`src/rtl/oclib_pkg.sv`:
```
// oclib_pkg: shared types and constants for the BC FIFO adapter slice.
// Provides bc_fifo_status_s (lane occupancy + almost-full), BcFifoMaxDepth,
// the count width that covers any legal depth, a maxInt helper, and the
// OC_STATIC_ERROR elaboration-failure macro.
`ifndef OC_STATIC_ERROR
`define OC_STATIC_ERROR(msg) $error(msg)
`endif

package oclib_pkg;

    localparam int BcFifoMaxDepth = 256;
    localparam int BcCountWidth = $clog2(BcFifoMaxDepth + 1);

    typedef struct packed {
        logic [BcCountWidth-1:0] count;
        logic                    almostFull;
    } bc_fifo_status_s;

    function automatic int maxInt(input int a, input int b);
        return a > b ? a : b;
    endfunction

endpackage

```
`src/rtl/oclib_bc_fifo_lane.sv`:
```
// oclib_bc_fifo_lane: one direction of a BC ready/valid first-word-fall-through FIFO.
// Ports: clock, reset (async active-low); inData/inValid/inReady (push side);
// outData/outValid/outReady (pop side); flush (sync, drops all beats);
// count (occupancy), almostFull (count >= AlmostFull).
// Optional macro OC_BC_BIDI_FIFO_STATS_EN adds beats (pops) and stalls
// (outValid & !outReady cycles), both saturating and cleared by flush.
module oclib_bc_fifo_lane
    import oclib_pkg::*;
#(
    parameter int Width      = 8,
    parameter int Depth      = 4,
    parameter int AlmostFull = Depth - 1,
    parameter int CountWidth = $clog2(Depth + 1)
) (
    input  logic                  clock,
    input  logic                  reset,
    input  logic [Width-1:0]      inData,
    input  logic                  inValid,
    output logic                  inReady,
    output logic [Width-1:0]      outData,
    output logic                  outValid,
    input  logic                  outReady,
    input  logic                  flush,
`ifdef OC_BC_BIDI_FIFO_STATS_EN
    output logic [31:0]           beats,
    output logic [31:0]           stalls,
`endif
    output logic [CountWidth-1:0] count,
    output logic                  almostFull
);

    localparam int PtrWidth = $clog2(Depth);

    if (Depth < 2 || Depth > BcFifoMaxDepth) begin : gDepthCheck
        `OC_STATIC_ERROR("oclib_bc_fifo_lane: Depth must be 2..256");
    end
    if (AlmostFull > Depth) begin : gAlmostFullCheck
        `OC_STATIC_ERROR("oclib_bc_fifo_lane: AlmostFull exceeds Depth");
    end
    if (CountWidth < $clog2(Depth + 1)) begin : gCountWidthCheck
        `OC_STATIC_ERROR("oclib_bc_fifo_lane: CountWidth too narrow for Depth");
    end

    logic [Width-1:0]    mem [Depth];
    logic [PtrWidth-1:0] wrPtr, rdPtr;
    logic                inReadyQ;
    logic                push, pop;
    bc_fifo_status_s     nxt;

    function automatic logic [PtrWidth-1:0] bump(input logic [PtrWidth-1:0] p);
        return p == PtrWidth'(Depth - 1) ? '0 : p + PtrWidth'(1);
    endfunction

    // Flush masks the registered ready so nothing is accepted in the flush cycle.
    assign inReady = inReadyQ & ~flush;
    assign push    = inValid & inReady;
    assign pop     = outValid & outReady;
    assign outData = mem[rdPtr];

    always_comb begin
        nxt.count      = flush ? '0 : BcCountWidth'(count) + BcCountWidth'(push) - BcCountWidth'(pop);
        nxt.almostFull = nxt.count >= BcCountWidth'(AlmostFull);
    end

    always_ff @(posedge clock) begin
        if (push) mem[wrPtr] <= inData;
    end

    // Ready, valid and almost-full all come from the next-state count so they
    // are registered yet never lag the occupancy.
    always_ff @(posedge clock or negedge reset) begin
        if (!reset) begin
            wrPtr      <= '0;
            rdPtr      <= '0;
            count      <= '0;
            inReadyQ   <= 1'b0;
            outValid   <= 1'b0;
            almostFull <= 1'b0;
        end else begin
            wrPtr      <= flush ? '0 : push ? bump(wrPtr) : wrPtr;
            rdPtr      <= flush ? '0 : pop ? bump(rdPtr) : rdPtr;
            count      <= CountWidth'(nxt.count);
            inReadyQ   <= nxt.count < BcCountWidth'(Depth);
            outValid   <= nxt.count != '0;
            almostFull <= nxt.almostFull;
        end
    end

`ifdef OC_BC_BIDI_FIFO_STATS_EN
    always_ff @(posedge clock or negedge reset) begin
        if (!reset) begin
            beats  <= '0;
            stalls <= '0;
        end else begin
            beats  <= flush ? '0 : (pop && beats != '1) ? beats + 32'd1 : beats;
            stalls <= flush ? '0 : (outValid && !outReady && stalls != '1) ? stalls + 32'd1 : stalls;
        end
    end
`endif

endmodule

```
`src/rtl/oclib_bc_bidi_fifo_adapter.sv`:
```
// oclib_bc_bidi_fifo_adapter: bidirectional BC ready/valid FIFO buffer between endpoints A and B.
// Ports: clock, reset (async active-low);
// A->B lane: aInData/aInValid/aOutReady in, bOutData/bOutValid/bInReady out,
//            abFlush, abCount, abAlmostFull;
// B->A lane: bInData/bInValid/bOutReady in, aOutData/aOutValid/aInReady out,
//            baFlush, baCount, baAlmostFull.
// Optional macro OC_BC_BIDI_FIFO_STATS_EN adds abBeats, baBeats, abStalls, baStalls.
module oclib_bc_bidi_fifo_adapter
    import oclib_pkg::*;
#(
    parameter int Width        = 8,
    parameter int DepthAB      = 4,
    parameter int DepthBA      = 4,
    parameter int AlmostFullAB = DepthAB - 1,
    parameter int AlmostFullBA = DepthBA - 1,
    parameter int CountWidth   = $clog2(maxInt(DepthAB, DepthBA) + 1)
) (
    input  logic                  clock,
    input  logic                  reset,
    input  logic [Width-1:0]      aInData,
    input  logic                  aInValid,
    output logic                  aOutReady,
    output logic [Width-1:0]      bOutData,
    output logic                  bOutValid,
    input  logic                  bInReady,
    input  logic [Width-1:0]      bInData,
    input  logic                  bInValid,
    output logic                  bOutReady,
    output logic [Width-1:0]      aOutData,
    output logic                  aOutValid,
    input  logic                  aInReady,
    input  logic                  abFlush,
    input  logic                  baFlush,
`ifdef OC_BC_BIDI_FIFO_STATS_EN
    output logic [31:0]           abBeats,
    output logic [31:0]           baBeats,
    output logic [31:0]           abStalls,
    output logic [31:0]           baStalls,
`endif
    output logic [CountWidth-1:0] abCount,
    output logic [CountWidth-1:0] baCount,
    output logic                  abAlmostFull,
    output logic                  baAlmostFull
);

    if (DepthAB < 2 || DepthBA < 2 || AlmostFullAB > DepthAB || AlmostFullBA > DepthBA) begin : gParamCheck
        `OC_STATIC_ERROR("oclib_bc_bidi_fifo_adapter: illegal depth/almost-full combination");
    end

    oclib_bc_fifo_lane #(
        .Width(Width), .Depth(DepthAB), .AlmostFull(AlmostFullAB), .CountWidth(CountWidth)
    ) uLaneAB (
        .clock(clock), .reset(reset),
        .inData(aInData), .inValid(aInValid), .inReady(aOutReady),
        .outData(bOutData), .outValid(bOutValid), .outReady(bInReady),
        .flush(abFlush),
`ifdef OC_BC_BIDI_FIFO_STATS_EN
        .beats(abBeats), .stalls(abStalls),
`endif
        .count(abCount), .almostFull(abAlmostFull)
    );

    oclib_bc_fifo_lane #(
        .Width(Width), .Depth(DepthBA), .AlmostFull(AlmostFullBA), .CountWidth(CountWidth)
    ) uLaneBA (
        .clock(clock), .reset(reset),
        .inData(bInData), .inValid(bInValid), .inReady(bOutReady),
        .outData(aOutData), .outValid(aOutValid), .outReady(aInReady),
        .flush(baFlush),
`ifdef OC_BC_BIDI_FIFO_STATS_EN
        .beats(baBeats), .stalls(baStalls),
`endif
        .count(baCount), .almostFull(baAlmostFull)
    );

endmodule

```
`config.mk`:
```
export PLATFORM = sky130hd
export DESIGN_NAME = oclib_bc_bidi_fifo_adapter
export DESIGN_NICKNAME = d
export VERILOG_FILES = /design/src/rtl/oclib_pkg.sv /design/src/rtl/oclib_bc_fifo_lane.sv /design/src/rtl/oclib_bc_bidi_fifo_adapter.sv
export SDC_FILE = /design/constraint.sdc
export NUM_CORES = 1
export LEC_CHECK = 0
export ABC_AREA = 1
export BUFFER_PORTS_ARGS = -buffer_cell sky130_fd_sc_hd__buf_2
export CAP_MARGIN = 20
export CELL_PAD_IN_SITES_DETAIL_PLACEMENT = 1
export CELL_PAD_IN_SITES_GLOBAL_PLACEMENT = 2
export CORE_UTILIZATION = 41
export CTS_CLUSTER_DIAMETER = 200
export DETAILED_ROUTE_END_ITERATION = 10
export GPL_ROUTABILITY_DRIVEN = 0
export PLACE_DENSITY = 0.93
export SLEW_MARGIN = 25
export SYNTH_ARGS = -nofsm -noshare
export SYNTH_HDL_FRONTEND = slang
export SYNTH_HIERARCHICAL = 1
export SYNTH_SLANG_ARGS = --single-unit
```
`constraint.sdc`:
```
create_clock -name clock -period 4 [get_ports clock]
set_input_delay 1.2 -clock clock [delete_from_list [all_inputs] [get_ports clock]]
set_output_delay 1.2 -clock clock [all_outputs]
set_load 0.1 [all_outputs]
```
# Word-level counts from Yosys, hierarchy flattened
# Memories as Yosys holds them, arrays and structs flattened.
# Index checks and enable logic that the tools add are counted.
[word_totals]
reg_bits = 20
mem_bits_rw = 64
inputBits = 24
word_cells = 62
memories = 2
[mem_list]
columns = ["name", "depth", "word_bits", "rd", "rd_clocked_by_memory_dff", "write_ports", "line_no", "source"]
rows = [
  ["uLaneAB.mem", 4, 8, 1, 0, 1, "oclib_bc_fifo_lane.sv:44", "logic [Width-1:0] mem [Depth];"],
  ["uLaneBA.mem", 4, 8, 1, 0, 1, "oclib_bc_fifo_lane.sv:44", ""],
]
[classes]
addsub = 8
magnitude_cmp = 4
eq_ne = 4
muxes = 18
bitwise = 8
reduce_logical = 6
[op_table]
columns = ["operator", "count"]
rows = [
  ["2-to-1 mux 2 bit", 12],
  ["greater-or-equal comparator 9 x 2 -> 1 bit (second input constant)", 2],
  ["< comparator 9 x 3 -> 1 bit (second input constant)", 2],
  ["2-to-1 mux 9 bit", 2],
  ["nonzero test 9 bit", 2],
  ["subtractor 9 x 1 -> 9 bit", 2],
  ["adder 2 x 1 -> 2 bit (second input constant)", 4],
  ["adder 3 x 1 -> 4 bit", 2],
  ["== test 2 bit (second input constant)", 4],
  ["nonzero test 2 bit", 4],
  ["bitwise AND 1 bit", 6],
  ["2-to-1 mux 1 bit", 4],
  ["NOT 1 bit", 2],
]

# Longest topological paths before layout
# Gate-level depths: netlist of the first run.
[logic_depth]
ltp_word = 7
depth_mapped = 13
mapped_depth_nobuf = 13

# Hierarchy
# Netlist of the first run, hierarchy kept.
[by_module_without_submodules]
columns = ["mod", "instances", "cells_each", "area_per_inst_um2", "seq_area_each_um2"]
rows = [
  ["oclib_bc_fifo_lane", 2, 156, 1845.5, 1211.2],
]

# Worst setup path after synthesis of the first run
# OpenSTA, ideal clock, no wires.
[synth_path]
path_type = "input-to-reg"
startpoint = "in abFlush"
endpoint = "reg uLaneAB.outValid"
setup_time_ns = 0.126
arrival_ns = 3.542
t_required_ns = 3.874
setup_slack_ns = 0.332
cell_stages = 11
path_buffers = 0
path_cell_list = "nor2_2 > nand2_4 > ha_1 > inv_1 > ha_1 > inv_1 > fa_1 > nor2_1 > o22ai_1 > inv_1 > nand3_1"
[synth_between]
elab_chain_cells = 7
[synth_lines]
columns = ["element", "line_no", "source"]
rows = [
  ["from (decl)", "oclib_bc_bidi_fifo_adapter.sv:32", "input logic abFlush,"],
  ["NOT 1 bit", "oclib_bc_fifo_lane.sv:55", "assign inReady = inReadyQ & ~flush;"],
  ["bitwise AND 1 bit", "oclib_bc_fifo_lane.sv:55", ""],
  ["bitwise AND 1 bit", "oclib_bc_fifo_lane.sv:56", "assign push = inValid & inReady;"],
  ["adder 3 x 1 -> 4 bit", "oclib_bc_fifo_lane.sv:61", "nxt.count = flush ? '0 : BcCountWidth'(count) + BcCountWidth'(push) - BcCountWidth'(pop);"],
  ["subtractor 9 x 1 -> 9 bit", "oclib_bc_fifo_lane.sv:61", ""],
  ["2-to-1 mux 9 bit (*)", "oclib_bc_fifo_lane.sv:61", ""],
  ["nonzero test 9 bit (*)", "oclib_bc_fifo_lane.sv:84", "outValid <= nxt.count != '0;"],
  ["to (signal assigned)", "oclib_bc_fifo_lane.sv:77", "outValid <= 1'b0;"],
  ["to (signal assigned)", "oclib_bc_fifo_lane.sv:84", ""],
  ["to (decl)", "oclib_bc_fifo_lane.sv:21", "output logic outValid,"],
]
# Every way passes the cells marked *; elsewhere a longest branch is shown, timed or not.
# A chain may end at the register's enable or synchronous reset.

# Final worst setup path of the first run
[layout_path]
startpoint = "reg uLaneBA.rdPtr[0]"
endpoint = "out aOutData[0]"
[layout_between]
elab_chain_cells = 1
[layout_lines]
columns = ["element", "line_no", "source"]
rows = [
  ["from (decl)", "oclib_bc_fifo_lane.sv:45", "logic [PtrWidth-1:0] wrPtr, rdPtr;"],
  ["from (signal assigned)", "oclib_bc_fifo_lane.sv:81", "rdPtr <= flush ? '0 : pop ? bump(rdPtr) : rdPtr;"],
  ["memory read (4 x 8 bit)", "n/a", ""],
  ["to (decl)", "oclib_bc_bidi_fifo_adapter.sv:29", "output logic [Width-1:0] aOutData,"],
]
# No other way between the ends.

==> flow_metrics.py, run 1 <==
metrics = {
    "logic_synthesis": {
        "synth_seq_cells": 84,
        "async_flop_share_pct": 23.8,
        "synthCells": 312,
        "yosys.area.top_type": "edfxtp_1",
        "ys_top_cells_by_area": "edfxtp_1 (52%), dfrtp_1 (14%), ha_1 (6.8%)",
        "yosysUniqueCellTypes": 21,
        "yosysSeqAreaShare_pct": 65.6,
        "synth_nets": 358,
        "synth_warnings": 6,
        "synth.cell_area_um2": 3690,
        "synthTopCellsByCount": "edfxtp_1 (64), nor2_1 (62), inv_1 (34)",
        "synth_top_area_share_pct": 52.1,
        "synth_edf_count": 64,
        "ys.flop_type": "edfxtp_1",
        "synth_area_per_cell_um2": 11.8,
        "synth.most_common_cell": "edfxtp_1",
    },
    "route": {
        "wirelength_um": 7740,
        "dr.pass1.iters": 4,
        "drtAntennaViolNets": 0,
        "via_per_inst": 5.00,
        "drtIter0Drc": 61,
        "wl_per_cell_um": 16.1,
        "route.detailed.drc": 0,
        "vias": 2403,
    },
    "place": {
        "place_area_um2": 4020,
        "dp_slack_ns": 0.772,
        "post-dp-hpwl_um": 5400,
        "portBuffers": 51,
    },
    "worst_setup_path": {
        "startpoint_type": "flop",
        "cp_top_family": "buffers and inverters",
        "r2r_start": "uLaneBA/inReadyQ$_DFF_PN0_",
        "crit_arrival_ns": 2.12,
        "r2r_setup_slack_ns": 1.80,
        "required_ns": 2.80,
        "max_stage_delay_ns": 0.63,
        "startpoint": "uLaneBA/rdPtr[0]$_DFFE_PN0P_",
        "r2r_end": "uLaneBA/almostFull$_DFF_PN0_",
        "critPathMaxFanout": 19,
        "reg2reg_depth": 12,
        "cp_num_buf_inv": 2,
        "critPathKind": "flop to output pin",
        "slowest_stage": "dfrtp_1",
        "worst_setup_path_end_kind": "output pin",
        "critical_path.cell_chain": "inv_2, o21ai_0, o22ai_1, buf_2",
    },
    "final_layout": {
        "final_area_um2": 4230,
        "synthToLayoutAreaGrowth_pct": 14.6,
        "post-route-util_pct": 48.5,
        "n_antenna_cell": 0,
        "nNetsFinal": 414,
        "drive_gt1_share_pct": 21.7,
    },
    "clock_tree": {
        "cts-root-buf": "clkbuf_8",
        "clock_path_buffers": 2,
        "clk_pin_slew_ns": 0.10,
        "numCtsBuffers": 9,
        "cts_tree": "yes",
        "cts_resized": 0,
        "clk_latency_ns": 0.37,
        "post-cts-setup-buffers": 0,
        "htree_num_levels": 3,
        "cts_sinks": 84,
        "hold_buffers": 0,
    },
    "pwr": {
        "ir_worst_vdd_uv": 419,
        "cellLeakagePower_uw": 0.00175,
        "switching_share_pct": 50.2,
        "powerDensity_nw_per_um2": 788,
        "pwr-share-seq_pct": 34.4,
        "switchingPower_uw": 1670,
        "p_int_uw": 1660,
        "clock_power_share_pct": 19.1,
        "comb_power_share_pct": 46.4,
    },
    "sta": {
        "max_freq_mhz": 301,
        "setup_viol": 0,
        "hold_violations": 0,
        "rsz0062_at_grt": "false",
        "tightest_slew_ns": 0.870,
        "slew_headroom_pct": 41.8,
        "finalCritPeriodShare_pct": 83.1,
        "clock_skew_ns": 0.0152,
        "fin_setup_tns_ns": 0,
        "worst_slack_ns": 0.675,
        "period_minus_slack_ns": 3.32,
        "slew_viol_final": 0,
    },
    "floorplanning": {
        "start_util_pct": 42.3,
        "die_area_um2": 9390,
        "coreArea_um2": 8720,
        "die_h_um": 96.9,
        "die_x_um": 96.9,
        "placementRows": 34,
        "ios": 52,
    },
    "grt": {
        "met1_usage_pct": 20.8,
        "grt_busiest_layer": "met2",
        "antenna_found_initial": 0,
        "overflow": 0,
        "gr-usage-all-layers_pct": 17.9,
        "grt_pass1_wl_um": 12800,
        "grt_pass1_vias": 2624,
        "grt_max_degree": 21,
        "grt.met2_usage_pct": 31.6,
        "met3_usage_pct": 3.61,
    },
    "run": {
        "drv_cap": 0,
    },
    "min_path": {
        "hold_start": "uLaneAB/count[2]$_DFF_PN0_",
        "hold_class": "flop to flop",
        "min_to": "uLaneAB/almostFull$_DFF_PN0_",
        "hold_depth": 3,
    },
    "status": {
        "status": "completed",
    },
}
==> metal layers <==
layer,routed length (µm),up-vias
li1,-,1184
met1,3300,1165
met2,4110,45
met3,218,9
met4,116,0
met5,0,-
==> final cells by class <==
cell class,instances,area [µm²]
fillers,952,4490
flip-flops and latches,84,2420
multi-input cells,184,1070
repair buffers,51,255
inverters,38,143
well taps,108,135
clock buffers,9,124
clock inverters,7,85.1
==> state kept, by name (all words and copies together) (netlist names) <==
| signal | cells |
|---|---|
| uLaneBA/outValid | 1 |
| uLaneAB/almostFull | 1 |
| uLaneBA/inReadyQ | 1 |
| uLaneAB/inReadyQ | 1 |
| uLaneBA/almostFull | 1 |
| uLaneAB/count | 3 |
| uLaneAB/outValid | 1 |
| uLaneBA/mem | 32 |
| uLaneAB/mem | 32 |
| uLaneAB/wrPtr | 2 |
| uLaneBA/count | 3 |
| uLaneBA/rdPtr | 2 |
| uLaneAB/rdPtr | 2 |
| uLaneBA/wrPtr | 2 |
==> cells in the final DEF (no fill, tap or decap), drive strengths merged <==
cell / count
edfxtp: 64
nor2: 64
buf: 51
inv: 44
o21ai: 34
nand2: 28
ha: 20
dfrtp: 20
o22ai: 18
nand3: 10
clkbuf: 9
a211oi: 4
a21oi: 2
a22oi: 2
fa: 2
bufinv: 1
==> how the worst max path moves through the flow <==
stage,endpoint,slack [ns],depth (start not counted)
global route,aOutData[1],0.52,4
detailed placement,uLaneBA/almostFull$_DFF_PN0_,0.77,12
floorplan,uLaneAB/outValid$_DFF_PN0_,0.33,11
global placement,aOutReady,0.80,3
CTS,aOutData[1],0.65,4
finish,aOutData[0],0.68,4
==> metrics by stage <==
stage	hold slack [ns]	power, µW	std cells
after floorplan	0.568	2440	312
after detailed placement	0.615	2720	465
after global routing	0.664	3520	481
after CTS	0.642	3370	481
final	0.631	3330	481
after global placement	0.599	2680	465
==> cells by family (layout without fill, tap and decap cells) <==
| family | count (synthesis) | in the layout | synth area share [%] |
|---|---|---|---|
| adders and majority gates | 22 | 22 | 7.86 |
| AOI/OAI and AO/OA | 60 | 60 | 9.63 |
| DFF | 84 | 84 | 65.6 |
| and+or+nand+nor | 102 | 102 | 11.4 |
| buffers and inverters | 44 | 105 | 5.49 |
==> worst min-delay path: cells and delay by family (launching register included) <==
| kind | cells | cell delay, ns |
|---|---|---|
| DFF | 1 | 0.37 |
| and+or+nand+nor | 3 | 0.22 |
==> power by group through the flow <==
stage | sequential (µW) | combinational [µW] | clock [µW]
6_report | 1150 | 1550 | 638
3_3_place_gp | 1160 | 1520 | 0
4_1_cts | 1150 | 1560 | 658
5_1_grt | 1160 | 1670 | 687
2_1_floorplan | 1440 | 1010 | 0
3_5_place_dp | 1170 | 1560 | 0
(Power assumes the default switching activity.)
==> run 2, diff against run 1 <==
Settings changed: CORE_UTILIZATION 41 to 34, PLACE_DENSITY 0.93 to 0.84.
Clock period 4 ns to 3 ns, I/O delays scaled along.
==> run 2 against run 1 <==
Register-to-register slack worse by 0.93 ns; global-route usage fell by 2.9 points; via count rose by 1.8%; power is 30% higher; clock skew fell by 0.0075 ns; setup slack lost 0.54 ns; utilization is 6.3 points lower; routed wire length grew 0.50%; highest routed layer unchanged.
==> flow_metrics.py, run 2 (synthesis gave the netlist of run 1 again) <==
metrics = {
    "status": {
        "status": "completed",
    },
    "grt": {
        "grt_pass1_vias": 2543,
        "grt_pass1_wl_um": 12600,
        "grt_busiest_layer": "met2",
        "met1_usage_pct": 18.0,
        "overflow": 0,
        "met3_usage_pct": 3.86,
        "grt.met2_usage_pct": 25.2,
        "gr-usage-all-layers_pct": 15.0,
        "antenna_found_initial": 0,
        "grt_max_degree": 21,
    },
    "pwr": {
        "cellLeakagePower_uw": 0.00181,
        "powerDensity_nw_per_um2": 987,
        "ir_worst_vdd_uv": 522,
    },
    "route": {
        "drtIter0Drc": 80,
        "wl_per_cell_um": 15.0,
        "drtAntennaViolNets": 0,
        "vias": 2447,
        "dr.pass1.iters": 4,
        "wirelength_um": 7780,
        "via_per_inst": 4.72,
        "route.detailed.drc": 0,
    },
    "worst_setup_path": {
        "crit_arrival_ns": 1.97,
        "r2r_start": "uLaneAB/outValid$_DFF_PN0_",
        "reg2reg_depth": 11,
        "critPathKind": "flop to output pin",
        "worst_setup_path_end_kind": "output pin",
        "r2r_setup_slack_ns": 0.87,
        "startpoint_type": "flop",
        "r2r_end": "uLaneAB/outValid$_DFF_PN0_",
        "required_ns": 2.10,
        "critPathMaxFanout": 17,
    },
    "floorplanning": {
        "die_x_um": 106,
        "placementRows": 37,
        "die_area_um2": 11300,
        "die_h_um": 106,
        "start_util_pct": 35.4,
        "coreArea_um2": 10400,
        "ios": 52,
    },
    "clock_tree": {
        "clk_latency_ns": 0.36,
        "clk_pin_slew_ns": 0.08,
        "clock_path_buffers": 2,
        "cts_sinks": 84,
        "htree_num_levels": 3,
        "hold_buffers": 0,
        "cts-root-buf": "clkbuf_8",
        "cts_tree": "yes",
        "numCtsBuffers": 9,
    },
    "place": {
        "place_area_um2": 4230,
        "portBuffers": 51,
        "post-dp-hpwl_um": 5580,
    },
    "final_layout": {
        "multi_input_area_um2": 1180,
        "regArea_um2": 2420,
        "drive_gt1_share_pct": 27.0,
        "final_area_um2": 4400,
        "reg_top3": "uLaneAB/mem (32), uLaneBA/mem (32)",
        "mostFrequentLayoutCell": "edfxtp_1",
        "layout_common_cells": "edfxtp_1 (64), nor2_1 (62), buf_2 (51)",
        "synthToLayoutAreaGrowth_pct": 19.1,
        "nNetsFinal": 423,
        "n_fill_cell": 1161,
        "n_antenna_cell": 0,
    },
    "sta": {
        "slew_headroom_pct": 67.3,
        "tightest_slew_ns": 0.494,
        "finalCritPeriodShare_pct": 95.6,
        "slew_viol_final": 0,
        "rsz0062_at_grt": "false",
        "period_minus_slack_ns": 2.87,
        "max_freq_mhz": 349,
        "hold_violations": 0,
        "setup_viol": 0,
        "fin_setup_tns_ns": 0,
        "clock_skew_ns": 0.00766,
    },
    "min_path": {
        "hold_class": "input port to async pin",
    },
    "run": {
        "drv_cap": 0,
    },
}
-- run 2: cell types whose count changed in the layout (fill, tap and decap cells not counted), moves of 2 or more --
cell | previous run | this run
clkinv_1 | 0 | 2
buf_4 | 0 | 9
nor2_2 | 2 | 0
nor2_4 | 0 | 2
inv_6 | 5 | 0
clkbuf_1 | 0 | 2
o22ai_1 | 18 | 2
o22ai_2 | 0 | 16
-- run 2: routing by layer --
| metal | part of all wire [%] | routed length [µm] | up-vias |
|---|---|---|---|
| li1 | - | - | 1202 |
| met1 | 44 | 3430 | 1199 |
| met2 | 51 | 3960 | 36 |
| met3 | 3.3 | 260 | 10 |
| met4 | 1.7 | 129 | 0 |
| met5 | 0 | 0 | - |
-- run 2: where the power goes --
part	total, µW	internal (µW)	switching [µW]	leakage, µW
Clock	689	296	393	0.0000784
Combinational	2130	444	1690	0.000907
Sequential	1520	1410	110	0.000826
Total	4340	2150	2190	0.00181
-- run 2: per-stage QoR --
step           hold slack (ns)  power (µW)  std cells  setup slack, ns  utilization [%]
2_1_floorplan            0.568        3320        312          0.00633                -
3_3_place_gp             0.606        3660        502            0.232             40.6
3_5_place_dp             0.622        3700        502            0.144             40.6
4_1_cts                  0.497        4400        518           0.0138             42.2
5_1_grt                  0.521        4590        518           0.0201             42.2
6_report                 0.491        4340        518            0.132             42.2
-- run 2: timing repair --
| action | CTS | global route |
|---|---|---|
| buffers inserted | 0 | 0 |
| setup endpoints to repair | 0 | 8 |
| resized for setup | 0 | 1 |
-- run 2: how the worst max path moves through the flow --
stage                            startpoint                    endpoint  slack (ns)  depth (start not counted)
6_report       uLaneBA/rdPtr[0]$_DFFE_PN0P_                 aOutData[1]        0.13                          4
5_1_grt        uLaneBA/rdPtr[1]$_DFFE_PN0P_                 aOutData[1]        0.02                          4
4_1_cts        uLaneAB/rdPtr[0]$_DFFE_PN0P_                 bOutData[3]        0.01                          4
3_5_place_dp                        abFlush  uLaneAB/outValid$_DFF_PN0_        0.14                         12
3_3_place_gp                        abFlush  uLaneAB/outValid$_DFF_PN0_        0.23                         12
2_1_floorplan                       abFlush  uLaneAB/outValid$_DFF_PN0_       0.006                         11
-- run 2: critical path, stage by stage (launching register included) --
cell and delay (ns):
dfrtp_1 0.53, inv_2 0.33, o21ai_0 0.16, o22ai_2 0.14
buf_2 0.45
-- run 2: layout make-up --
cell class                 instances  area share (%)
sequential                        84            55.1
multi-input combinational        184            26.8
timing repair buffer              60            7.34
tap                              136            3.87
inverter                          38            3.25
clock buffer                      11            2.99
clock inverter                     5           0.655
==> run 3, diff against run 2 <==
Settings changed: MAX_ROUTING_LAYER set to met4, TNS_END_PERCENT set to 50.
==> run 3 against run 2 <==
Clock skew increased by 0.0015 ns; critical path depth unchanged; combinational power about the same; routed wire length decreased by 1.6%; sequential share of layout area increased by 0.18 points; first-iteration DRC count increased by 7.5%; final cell count increased by 0.39%; via count increased by 1.7%; non-clock buffer count increased by 2; global-route usage increased by 0.61 points; power increased by 2.9%; utilization decreased by 0.16 points; critical endpoint is now bOutData[1].
==> flow_metrics.py, run 3 (synthesis gave the netlist of run 1 again) <==
metrics = {
    "sta": {
        "clock_skew_ns": 0.00919,
        "max_freq_mhz": 351,
        "holdWs_ns": 0.474,
        "finalCritPeriodShare_pct": 94.9,
        "tightest_slew_ns": 0.496,
        "setup_viol": 0,
        "hold_violations": 0,
        "period_minus_slack_ns": 2.85,
        "rsz0062_at_grt": "false",
        "slew_viol_final": 0,
        "slew_headroom_pct": 67.2,
        "fin_setup_tns_ns": 0,
        "worst_slack_ns": 0.153,
    },
    "worst_setup_path": {
        "critPathKind": "flop to output pin",
        "r2r_setup_slack_ns": 0.88,
        "critPathMaxFanout": 10,
        "worst_setup_path_end_kind": "output pin",
        "crit_arrival_ns": 1.95,
        "reg2reg_depth": 11,
        "required_ns": 2.10,
        "r2r_start": "uLaneBA/outValid$_DFF_PN0_",
        "critical_path.endpoint": "bOutData[1]",
        "r2r_end": "uLaneBA/almostFull$_DFF_PN0_",
        "startpoint_type": "flop",
        "startpoint": "uLaneAB/rdPtr[1]$_DFFE_PN0P_",
    },
    "route": {
        "wl_per_cell_um": 14.7,
        "wirelength_um": 7650,
        "drtIter0Drc": 86,
        "dr.pass1.iters": 4,
        "drtAntennaViolNets": 0,
        "route.detailed.drc": 0,
        "vias": 2489,
        "via_per_inst": 4.79,
    },
    "final_layout": {
        "nNetsFinal": 425,
        "synthToLayoutAreaGrowth_pct": 18.6,
        "reg_top3": "uLaneAB/mem (32), uLaneBA/mem (32)",
        "layout_common_cells": "edfxtp_1 (64), nor2_1 (62), buf_2 (49)",
        "drive_gt1_share_pct": 24.7,
        "final_area_um2": 4380,
        "mostFrequentLayoutCell": "edfxtp_1",
        "n_antenna_cell": 0,
        "n_fill_cell": 1152,
    },
    "grt": {
        "overflow": 0,
        "grt_pass1_vias": 2638,
        "grt_pass1_wl_um": 12800,
        "antenna_found_initial": 0,
        "gr-usage-all-layers_pct": 15.6,
        "grt_max_degree": 21,
    },
    "pwr": {
        "comb_power_share_pct": 47.5,
        "ir_worst_vdd_uv": 582,
        "cellLeakagePower_uw": 0.00182,
        "clock_power_share_pct": 18.7,
        "powerDensity_nw_per_um2": 1020,
        "total_power_uw": 4460,
        "switchingPower_uw": 2230,
        "switching_share_pct": 49.9,
        "pwr-share-seq_pct": 33.7,
        "p_int_uw": 2240,
    },
    "clock_tree": {
        "clk_latency_ns": 0.36,
        "htree_num_levels": 3,
        "cts_resized": 0,
        "clk_pin_slew_ns": 0.09,
        "cts-root-buf": "clkbuf_8",
        "post-cts-setup-buffers": 0,
        "numCtsBuffers": 9,
        "clock_path_buffers": 2,
        "cts_sinks": 84,
        "hold_buffers": 0,
        "cts_tree": "yes",
    },
    "floorplanning": {
        "die_x_um": 106,
        "placementRows": 37,
        "start_util_pct": 35.4,
        "die_h_um": 106,
        "die_area_um2": 11300,
        "ios": 52,
        "coreArea_um2": 10400,
    },
    "place": {
        "post-dp-hpwl_um": 5480,
        "place_area_um2": 4170,
        "dp_slack_ns": 0.155,
        "portBuffers": 51,
    },
    "run": {
        "drv_cap": 0,
    },
    "status": {
        "status": "completed",
    },
    "min_path": {
        "hold_class": "input port to async pin",
    },
}
[run 3: stage by stage]
step | instances | utilization (%)
after global routing | 520 | 42.0
after global placement | 504 | 40.0
after CTS | 520 | 42.0
after detailed placement | 504 | 40.0
final | 520 | 42.0
after floorplan | 312 | -
[run 3: critical path, cell delays in order, from the launching register on]
cell     delay (ns)
dfrtp_1        0.51
inv_1          0.33
o21ai_0        0.15
o22ai_1        0.14
buf_2          0.45
[run 3: routing by layer]
metal  part of all wire (%)  vias to the layer above  track usage, %
li1                       -                     1206               -
met1                     42                     1234            17.1
met2                     53                       37            26.8
met3                    2.8                       12            3.43
met4                    2.2                        0            7.64
met5                      0                        -               -
[run 3: how the worst min path moves through the flow]
stage	startpoint	to	slack, ns	depth (start not counted)
3_3_place_gp	uLaneBA/wrPtr[1]$_DFFE_PN0P_	uLaneBA/wrPtr[1]$_DFFE_PN0P_	0.61	2
2_1_floorplan	uLaneAB/wrPtr[1]$_DFFE_PN0P_	uLaneAB/wrPtr[1]$_DFFE_PN0P_	0.57	2
5_1_grt	reset	uLaneBA/wrPtr[1]$_DFFE_PN0P_	0.49	1
4_1_cts	reset	uLaneBA/rdPtr[0]$_DFFE_PN0P_	0.48	1
3_5_place_dp	uLaneAB/wrPtr[1]$_DFFE_PN0P_	uLaneAB/wrPtr[1]$_DFFE_PN0P_	0.63	2
6_report	reset	uLaneBA/rdPtr[0]$_DFFE_PN0P_	0.47	1
[run 3: area by class of cell]
type                            count  area [µm²]  share of cell area [%]
Inverter                           38         143                    3.26
Clock inverter                      7        82.6                    1.89
Clock buffer                        9         124                    2.83
Timing Repair Buffer               62         343                    7.83
Sequential cell                    84        2420                    55.3
Tap cell                          136         170                    3.89
Multi-Input combinational cell    184        1090                    25.0
[run 3: power groups by stage]
stage	registers (µW)	logic [µW]	clock network (µW)
global placement	1530	2090	0
finish	1510	2120	835
floorplan	1920	1360	0
global route	1520	2290	907
detailed placement	1530	2130	0
CTS	1510	2140	859
